### config.mk
export PLATFORM = sky130hd
export DESIGN_NAME = instr_encoder_loader_flat
export DESIGN_NICKNAME = d
export VERILOG_FILES = /design/src/rtl/instr_encoder_loader_if.sv /design/src/rtl/instr_encoder_loader.sv /design/src/flat_wrapper.sv
export SDC_FILE = /design/constraint.sdc
export NUM_CORES = 1
export LEC_CHECK = 0
export BUFFER_PORTS_ARGS = -buffer_cell sky130_fd_sc_hd__clkbuf_2
export CAP_MARGIN = 40
export CORE_ASPECT_RATIO = 0.5
export CORE_MARGIN = 2
export CORE_UTILIZATION = 48
export CTS_CLUSTER_DIAMETER = 60
export DETAILED_ROUTE_END_ITERATION = 10
export GPL_TIMING_DRIVEN = 0
export PLACE_DENSITY = 0.83
export SYNTH_ARGS = -nofsm -noshare
export SYNTH_HDL_FRONTEND = slang
export SYNTH_SLANG_ARGS = --single-unit
### constraint.sdc
create_clock -name CLK -period 2.2 [get_ports CLK]
set_input_delay 0 -clock CLK [delete_from_list [all_inputs] [get_ports CLK]]
set_output_delay 0 -clock CLK [all_outputs]
set_load 0.02 [all_outputs]
### src/rtl/instr_encoder_loader_if.sv
// Request and instruction-memory write channels of the LEGv8 program loader.
interface instr_encoder_loader_if;
  logic        req_valid;
  logic        req_ready;
  logic [3:0]  req_op;
  logic [4:0]  req_rd;
  logic [4:0]  req_rn;
  logic [4:0]  req_rm;
  logic [25:0] req_imm;
  logic [1:0]  req_hw;
  logic        imem_we;
  logic        imem_wready;
  logic [63:0] imem_addr;
  logic [31:0] imem_wdata;

  modport slave (
    input  req_valid, req_op, req_rd, req_rn, req_rm, req_imm, req_hw, imem_wready,
    output req_ready, imem_we, imem_addr, imem_wdata
  );

  modport master (
    output req_valid, req_op, req_rd, req_rn, req_rm, req_imm, req_hw, imem_wready,
    input  req_ready, imem_we, imem_addr, imem_wdata
  );
endinterface

### src/rtl/instr_encoder_loader.sv
// Encodes LEGv8 instruction requests into 32-bit words and streams them into imem
// at sequential addresses, one held word at a time, until DEPTH words are written.
module instr_encoder_loader #(
  parameter logic [63:0] BASE_ADDR = 64'h0,
  parameter int unsigned DEPTH     = 64
) (
  input  logic                          CLK,
  input  logic                          resetl,
  input  logic                          clear,
  instr_encoder_loader_if.slave         bus,
  output logic                          err,
  output logic [15:0]                   word_count,
  output logic                          full
);

  typedef enum logic [1:0] {S_IDLE, S_HOLD, S_FULL} state_t;

  localparam logic [16:0] DEPTH_W = 17'(DEPTH);

  state_t      r_state, w_next;
  logic [63:0] r_addr;
  logic [31:0] r_wdata;
  logic [15:0] r_count;
  logic        r_err;

  logic        w_legal;
  logic [31:0] w_enc;
  logic        w_ready;
  logic        w_accept;
  logic        w_done;
  logic        w_last;

  always_comb begin
    w_legal = 1'b1;
    w_enc   = '0;
    case (bus.req_op)
      4'd0:  w_enc = {11'b10001010000, bus.req_rm, 6'b0, bus.req_rn, bus.req_rd};
      4'd1:  w_enc = {11'b10101010000, bus.req_rm, 6'b0, bus.req_rn, bus.req_rd};
      4'd2:  w_enc = {11'b10001011000, bus.req_rm, 6'b0, bus.req_rn, bus.req_rd};
      4'd3:  w_enc = {11'b11001011000, bus.req_rm, 6'b0, bus.req_rn, bus.req_rd};
      4'd4:  w_enc = {10'b1001000100, bus.req_imm[11:0], bus.req_rn, bus.req_rd};
      4'd5:  w_enc = {10'b1101000100, bus.req_imm[11:0], bus.req_rn, bus.req_rd};
      4'd6:  w_enc = {9'b110100101, bus.req_hw, bus.req_imm[15:0], bus.req_rd};
      4'd7:  w_enc = {6'b000101, bus.req_imm[25:0]};
      4'd8:  w_enc = {8'b10110100, bus.req_imm[18:0], bus.req_rd};
      4'd9:  w_enc = {11'b11111000010, bus.req_imm[8:0], 2'b00, bus.req_rn, bus.req_rd};
      4'd10: w_enc = {11'b11111000000, bus.req_imm[8:0], 2'b00, bus.req_rn, bus.req_rd};
      default: w_legal = 1'b0;
    endcase
  end

  // The completing word that fills the memory must not let a new request in,
  // and clear blocks the handshake so a request during clear is held, not lost.
  assign w_done   = (r_state == S_HOLD) && bus.imem_wready;
  assign w_last   = (({1'b0, r_count} + 17'd1) == DEPTH_W);
  assign w_ready  = !clear && ((r_state == S_IDLE) || (w_done && !w_last));
  assign w_accept = bus.req_valid && w_ready;

  always_comb begin
    w_next = r_state;
    case (r_state)
      S_IDLE: if (w_accept && w_legal) w_next = S_HOLD;
      S_HOLD: begin
        if (w_done) begin
          if (w_last)                    w_next = S_FULL;
          else if (w_accept && w_legal)  w_next = S_HOLD;
          else                           w_next = S_IDLE;
        end
      end
      S_FULL:  w_next = S_FULL;
      default: w_next = S_IDLE;
    endcase
  end

  always_ff @(posedge CLK or negedge resetl) begin
    if (!resetl) begin
      r_state <= S_IDLE;
      r_addr  <= BASE_ADDR;
      r_wdata <= '0;
      r_count <= '0;
      r_err   <= 1'b0;
    end else if (clear) begin
      r_state <= S_IDLE;
      r_addr  <= BASE_ADDR;
      r_count <= '0;
      r_err   <= 1'b0;
    end else begin
      r_state <= w_next;
      r_err   <= w_accept && !w_legal;
      if (w_done) begin
        r_addr  <= r_addr + 64'd4;
        r_count <= r_count + 16'd1;
      end
      if (w_accept && w_legal) r_wdata <= w_enc;
    end
  end

  assign bus.req_ready  = w_ready;
  assign bus.imem_we    = (r_state == S_HOLD);
  assign bus.imem_addr  = r_addr;
  assign bus.imem_wdata = r_wdata;
  assign err            = r_err;
  assign word_count     = r_count;
  assign full           = (r_state == S_FULL);

endmodule

### src/flat_wrapper.sv
// flat-port wrapper written by rule: the top's interface ports become plain ports
module instr_encoder_loader_flat 
#(
  parameter logic [63:0] BASE_ADDR = 64'h0,
  parameter int unsigned DEPTH     = 64
)
  (CLK, resetl, clear, err, word_count, full, bus_req_valid, bus_req_op, bus_req_rd, bus_req_rn, bus_req_rm, bus_req_imm, bus_req_hw, bus_imem_wready, bus_req_ready, bus_imem_we, bus_imem_addr, bus_imem_wdata);
  instr_encoder_loader_if bus_i ();
  input  logic CLK;
  input  logic resetl;
  input  logic clear;
  output logic err;
  output logic [15:0] word_count;
  output logic full;
  input wire logic [$bits(bus_i.req_valid)-1:0] bus_req_valid;
  input wire logic [$bits(bus_i.req_op)-1:0] bus_req_op;
  input wire logic [$bits(bus_i.req_rd)-1:0] bus_req_rd;
  input wire logic [$bits(bus_i.req_rn)-1:0] bus_req_rn;
  input wire logic [$bits(bus_i.req_rm)-1:0] bus_req_rm;
  input wire logic [$bits(bus_i.req_imm)-1:0] bus_req_imm;
  input wire logic [$bits(bus_i.req_hw)-1:0] bus_req_hw;
  input wire logic [$bits(bus_i.imem_wready)-1:0] bus_imem_wready;
  output wire logic [$bits(bus_i.req_ready)-1:0] bus_req_ready;
  output wire logic [$bits(bus_i.imem_we)-1:0] bus_imem_we;
  output wire logic [$bits(bus_i.imem_addr)-1:0] bus_imem_addr;
  output wire logic [$bits(bus_i.imem_wdata)-1:0] bus_imem_wdata;
  assign bus_i.req_valid = bus_req_valid;
  assign bus_i.req_op = bus_req_op;
  assign bus_i.req_rd = bus_req_rd;
  assign bus_i.req_rn = bus_req_rn;
  assign bus_i.req_rm = bus_req_rm;
  assign bus_i.req_imm = bus_req_imm;
  assign bus_i.req_hw = bus_req_hw;
  assign bus_i.imem_wready = bus_imem_wready;
  assign bus_req_ready = bus_i.req_ready;
  assign bus_imem_we = bus_i.imem_we;
  assign bus_imem_addr = bus_i.imem_addr;
  assign bus_imem_wdata = bus_i.imem_wdata;
  instr_encoder_loader #(.BASE_ADDR(BASE_ADDR), .DEPTH(DEPTH)) u_core (.CLK(CLK), .resetl(resetl), .clear(clear), .bus(bus_i), .err(err), .word_count(word_count), .full(full));
endmodule
==> impl_metrics.py <==
metrics = {
    "timing": {
        "fin_skew_ns": 0.0104,
        "max_freq_mhz": 398,
        "hold_viol_final": 0,
        "fin_hold_ws_ns": 0.0211,
        "worst_slew_pin_slew_ns": 0.742,
        "max_slew_margin_pct": 50.5,
        "fin_ws_ns": -0.310,
        "min_period_over_period_pct": 114,
        "slew_viol_final": 0,
        "setup_viol": 35,
        "final.min_clock_period_ns": 2.51,
        "rsz0062_at_grt": "true",
    },
    "synthesis": {
        "synth.most_common_cell": "dfrtp_1",
        "syn_area_sq_um": 6000,
        "syn_inst": 635,
        "yosysTopAreaCell": "dfrtp_1",
        "synth_compound_area_share_pct": 13.0,
        "muxShareOfSynthArea_pct": 3.48,
        "synth.avg_cell_area_sq_um": 9.45,
        "ys_top_cells_by_area": "dfrtp_1, xor2_1, nor2_1, o21ai_0, xnor2_1",
        "synthFlopType": "dfrtp_1",
        "synth_top_family_by_area": "simple AND/OR/NAND/NOR gates",
        "synthAdderAreaFrac_pct": 0.584,
        "synth_top_area_share_pct": 47.1,
        "ys_types": 59,
        "yosys.area_share.simple_pct": 22.7,
        "synthTopCellsByCount": "dfrtp_1, nor2_1, o21ai_0",
        "ys_ff_latch": 113,
        "ys_seq_area_share_pct": 47.1,
        "synth-xor-area-share_pct": 9.63,
        "synthArstFlopShare_pct": 100,
        "synth_edf_count": 0,
        "yosysWarnings": 0,
    },
    "drt": {
        "first_pass_iters": 7,
        "ant_nets": 0,
        "via_per_inst": 5.60,
        "routed-via-count": 5909,
        "drc": 0,
        "drt-initial-drc-count": 623,
        "wl_per_cell_microns": 17.3,
        "wl_microns": 18300,
    },
    "die": {
        "chipWidth_microns": 162,
        "dieHeight_microns": 83.1,
        "pin_count": 168,
        "core_sq_um": 12000,
        "start_util_pct": 50.0,
        "placementRows": 28,
        "die_area_sq_um": 13500,
    },
    "clock_tree": {
        "clk_pin_slew_ns": 0.06,
        "cts_tree": "yes",
        "cts_sinks": 113,
        "clk_latency_ns": 0.41,
        "clock_tree.buffer_depth": 2,
        "clockRootBuffer": "clkbuf_16",
        "cts_max_level": 4,
        "cts_buffers": 17,
    },
    "cells_and_area": {
        "nFillCells": 881,
        "diodes": 0,
        "area_delta_synth_final_pct": 40.8,
        "finalNetCount": 932,
        "drive_above_1_share_pct": 35.2,
    },
    "pwr": {
        "p_seq_share_pct": 39.9,
        "powerDensity_nw_per_um2": 694,
        "p_comb_share_pct": 15.9,
        "switchingPower_mw": 1.71,
        "pwr-share-clk_pct": 44.2,
        "power.internal_mw": 4.16,
        "swShare_pct": 29.1,
        "p_total_mw": 5.87,
        "leakage_nw": 3.87,
        "ir_worst_vdd_uv": 474,
    },
    "setup_path": {
        "crit_fanout": 10,
        "crit_path_end_kind": "flip-flop",
        "worstSetupPathType": "flip-flop to flip-flop",
        "critPathRequiredTime_ns": 2.48,
        "crit_arrival_ns": 2.79,
        "r2r_cells": 10,
        "start_kind": "flip-flop",
    },
    "placement": {
        "finalWeightedCongestion": 0.924,
        "place_hpwl_microns": 12100,
        "port_buffers": 163,
    },
    "grt": {
        "grt_pass1_vias": 5670,
        "grt_max_degree": 92,
        "grt_pass1_wl_microns": 28300,
        "grt_remaining_overflow": 0,
        "grt_usage_pct": 26.4,
        "antenna_found_initial": 0,
    },
    "run_status": {
        "violations": "setup timing",
        "outcome": "complete, but fails checks",
    },
    "hold_path": {
        "hp-class": "input pin to flip-flop",
        "hold_depth": 3,
    },
    "flow_run": {
        "drv_cap": 0,
    },
}
-- layer usage --
layer / vias to the layer above / wire length, microns / GRT usage, % / part of all wire, %
li1: 2742 / - / - / -
met5: - / 0 / 0 / 0
met4: 0 / 374 / 9.17 / 2.0
met2: 255 / 9020 / 43.9 / 49
met1: 2874 / 7560 / 33.6 / 41
met3: 38 / 1340 / 6.79 / 7.3
-- worst paths after layout --
check	to	start	slack (ns)
max in group asynchronous	u_core.bus.imem_addr[16]	resetl	1.42
min in group asynchronous	u_core.bus.imem_wdata[0]	resetl	0.04
hold reg to reg	u_core.bus.imem_wdata[20]	u_core.bus.imem_wdata[20]	0.49
hold / removal	u_core.bus.imem_wdata[8]	bus_req_imm[8]	0.02
setup / recovery	u_core.bus.imem_wdata[19]	u_core.word_count[0]	-0.31
setup reg to reg	u_core.bus.imem_wdata[19]	u_core.word_count[0]	-0.31
-- logic make-up (layout without fill, tap and decap cells) --
logic type / after synthesis / after routing
xor+xnor: 66 / 66
buf+inv: 49 / 304
other cells: 1 / 2
simple gates: 263 / 263
flops: 113 / 113
mux: 19 / 19
compound gates: 121 / 121
fa+ha+maj: 3 / 3
-- flip-flops by register name, indices dropped and copies added, names as in the netlist --
signal,flops
u_core.bus.imem_addr,62
u_core.bus.imem_wdata,32
u_core.word_count,16
u_core.r_state,2
u_core.err,1
-- layout make-up --
cell class / instances / area [sq um] / share of cell area (%)
well taps: 165 / 206 / 2.44
repair buffers: 226 / 1380 / 16.3
clock buffers: 19 / 443 / 5.24
clock inverters: 13 / 114 / 1.35
plain buffers: 30 / 164 / 1.94
inverters: 16 / 60.1 / 0.711
multi-input cells: 474 / 3230 / 38.2
flip-flops and latches: 113 / 2860 / 33.8
-- stage by stage --
stage / instance area, sq um / utilization, % / setup slack (ns) / TNS [ns] / instances
after floorplan: 6120 / - / -0.172 / -2.60 / 636
after global placement: 7140 / 59.4 / -0.752 / -76.64 / 964
after detailed placement: 7180 / 59.8 / -0.458 / -18.71 / 966
after CTS: 8160 / 67.9 / -0.344 / -7.77 / 1036
after global routing: 8450 / 70.3 / -0.434 / -11.66 / 1056
final: 8450 / 70.3 / -0.310 / -6.37 / 1056
-- placed cells by master (no fill, tap or decap), types with 5 or more instances in the layout --
cell / synthesis / final
nand4_1: 19 / 19
dfrtp_1: 113 / 90
nand2_1: 44 / 42
nor3_1: 8 / 7
dfrtp_2: 0 / 23
buf_4: 2 / 42
mux2_1: 14 / 14
a22o_1: 6 / 6
o21ai_0: 46 / 39
a222oi_1: 11 / 11
clkinvlp_4: 0 / 5
clkbuf_16: 0 / 17
o21ai_1: 0 / 7
dlygate4sd3_1: 0 / 22
nand3_1: 26 / 20
clkbuf_2: 0 / 161
nor2_1: 88 / 86
clkbuf_1: 24 / 21
xnor2_1: 25 / 25
and4_4: 0 / 6
a21oi_1: 32 / 28
inv_1: 16 / 15
and3_1: 6 / 5
nor2b_1: 13 / 12
xor2_1: 41 / 41
or3_1: 16 / 14
a221o_1: 5 / 5
-- power groups by stage --
stage | clock network, mW | logic [mW] | registers, mW
6_report | 2.59 | 0.934 | 2.34
3_3_place_gp | 0 | 0.841 | 2.36
4_1_cts | 2.62 | 0.923 | 2.33
2_1_floorplan | 0 | 0.299 | 2.55
3_5_place_dp | 0 | 0.865 | 2.37
5_1_grt | 2.74 | 1.01 | 2.36
-- worst max-delay path, stage by stage, from the launching register on --
cell	delay [ns]
dfrtp_2	0.43
ha_4	0.18
nand4_1	0.17
buf_4	0.18
nor4b_4	0.05
o21ai_1	0.19
o311ai_1	0.16
a221oi_2	0.31
nand2b_4	0.21
buf_8	0.16
mux2_1	0.35
-- timing repair --
action | in CTS | in global routing
hold buffers | 22 | 0
hold endpoints to repair | 132 | 0
setup buffers | 16 | 23
gates resized for setup | 23 | 43
endpoints found under the setup margin | 68 | 58
pin swaps | 9 | 18
No activity file was read; power rests on OpenSTA's default activity.
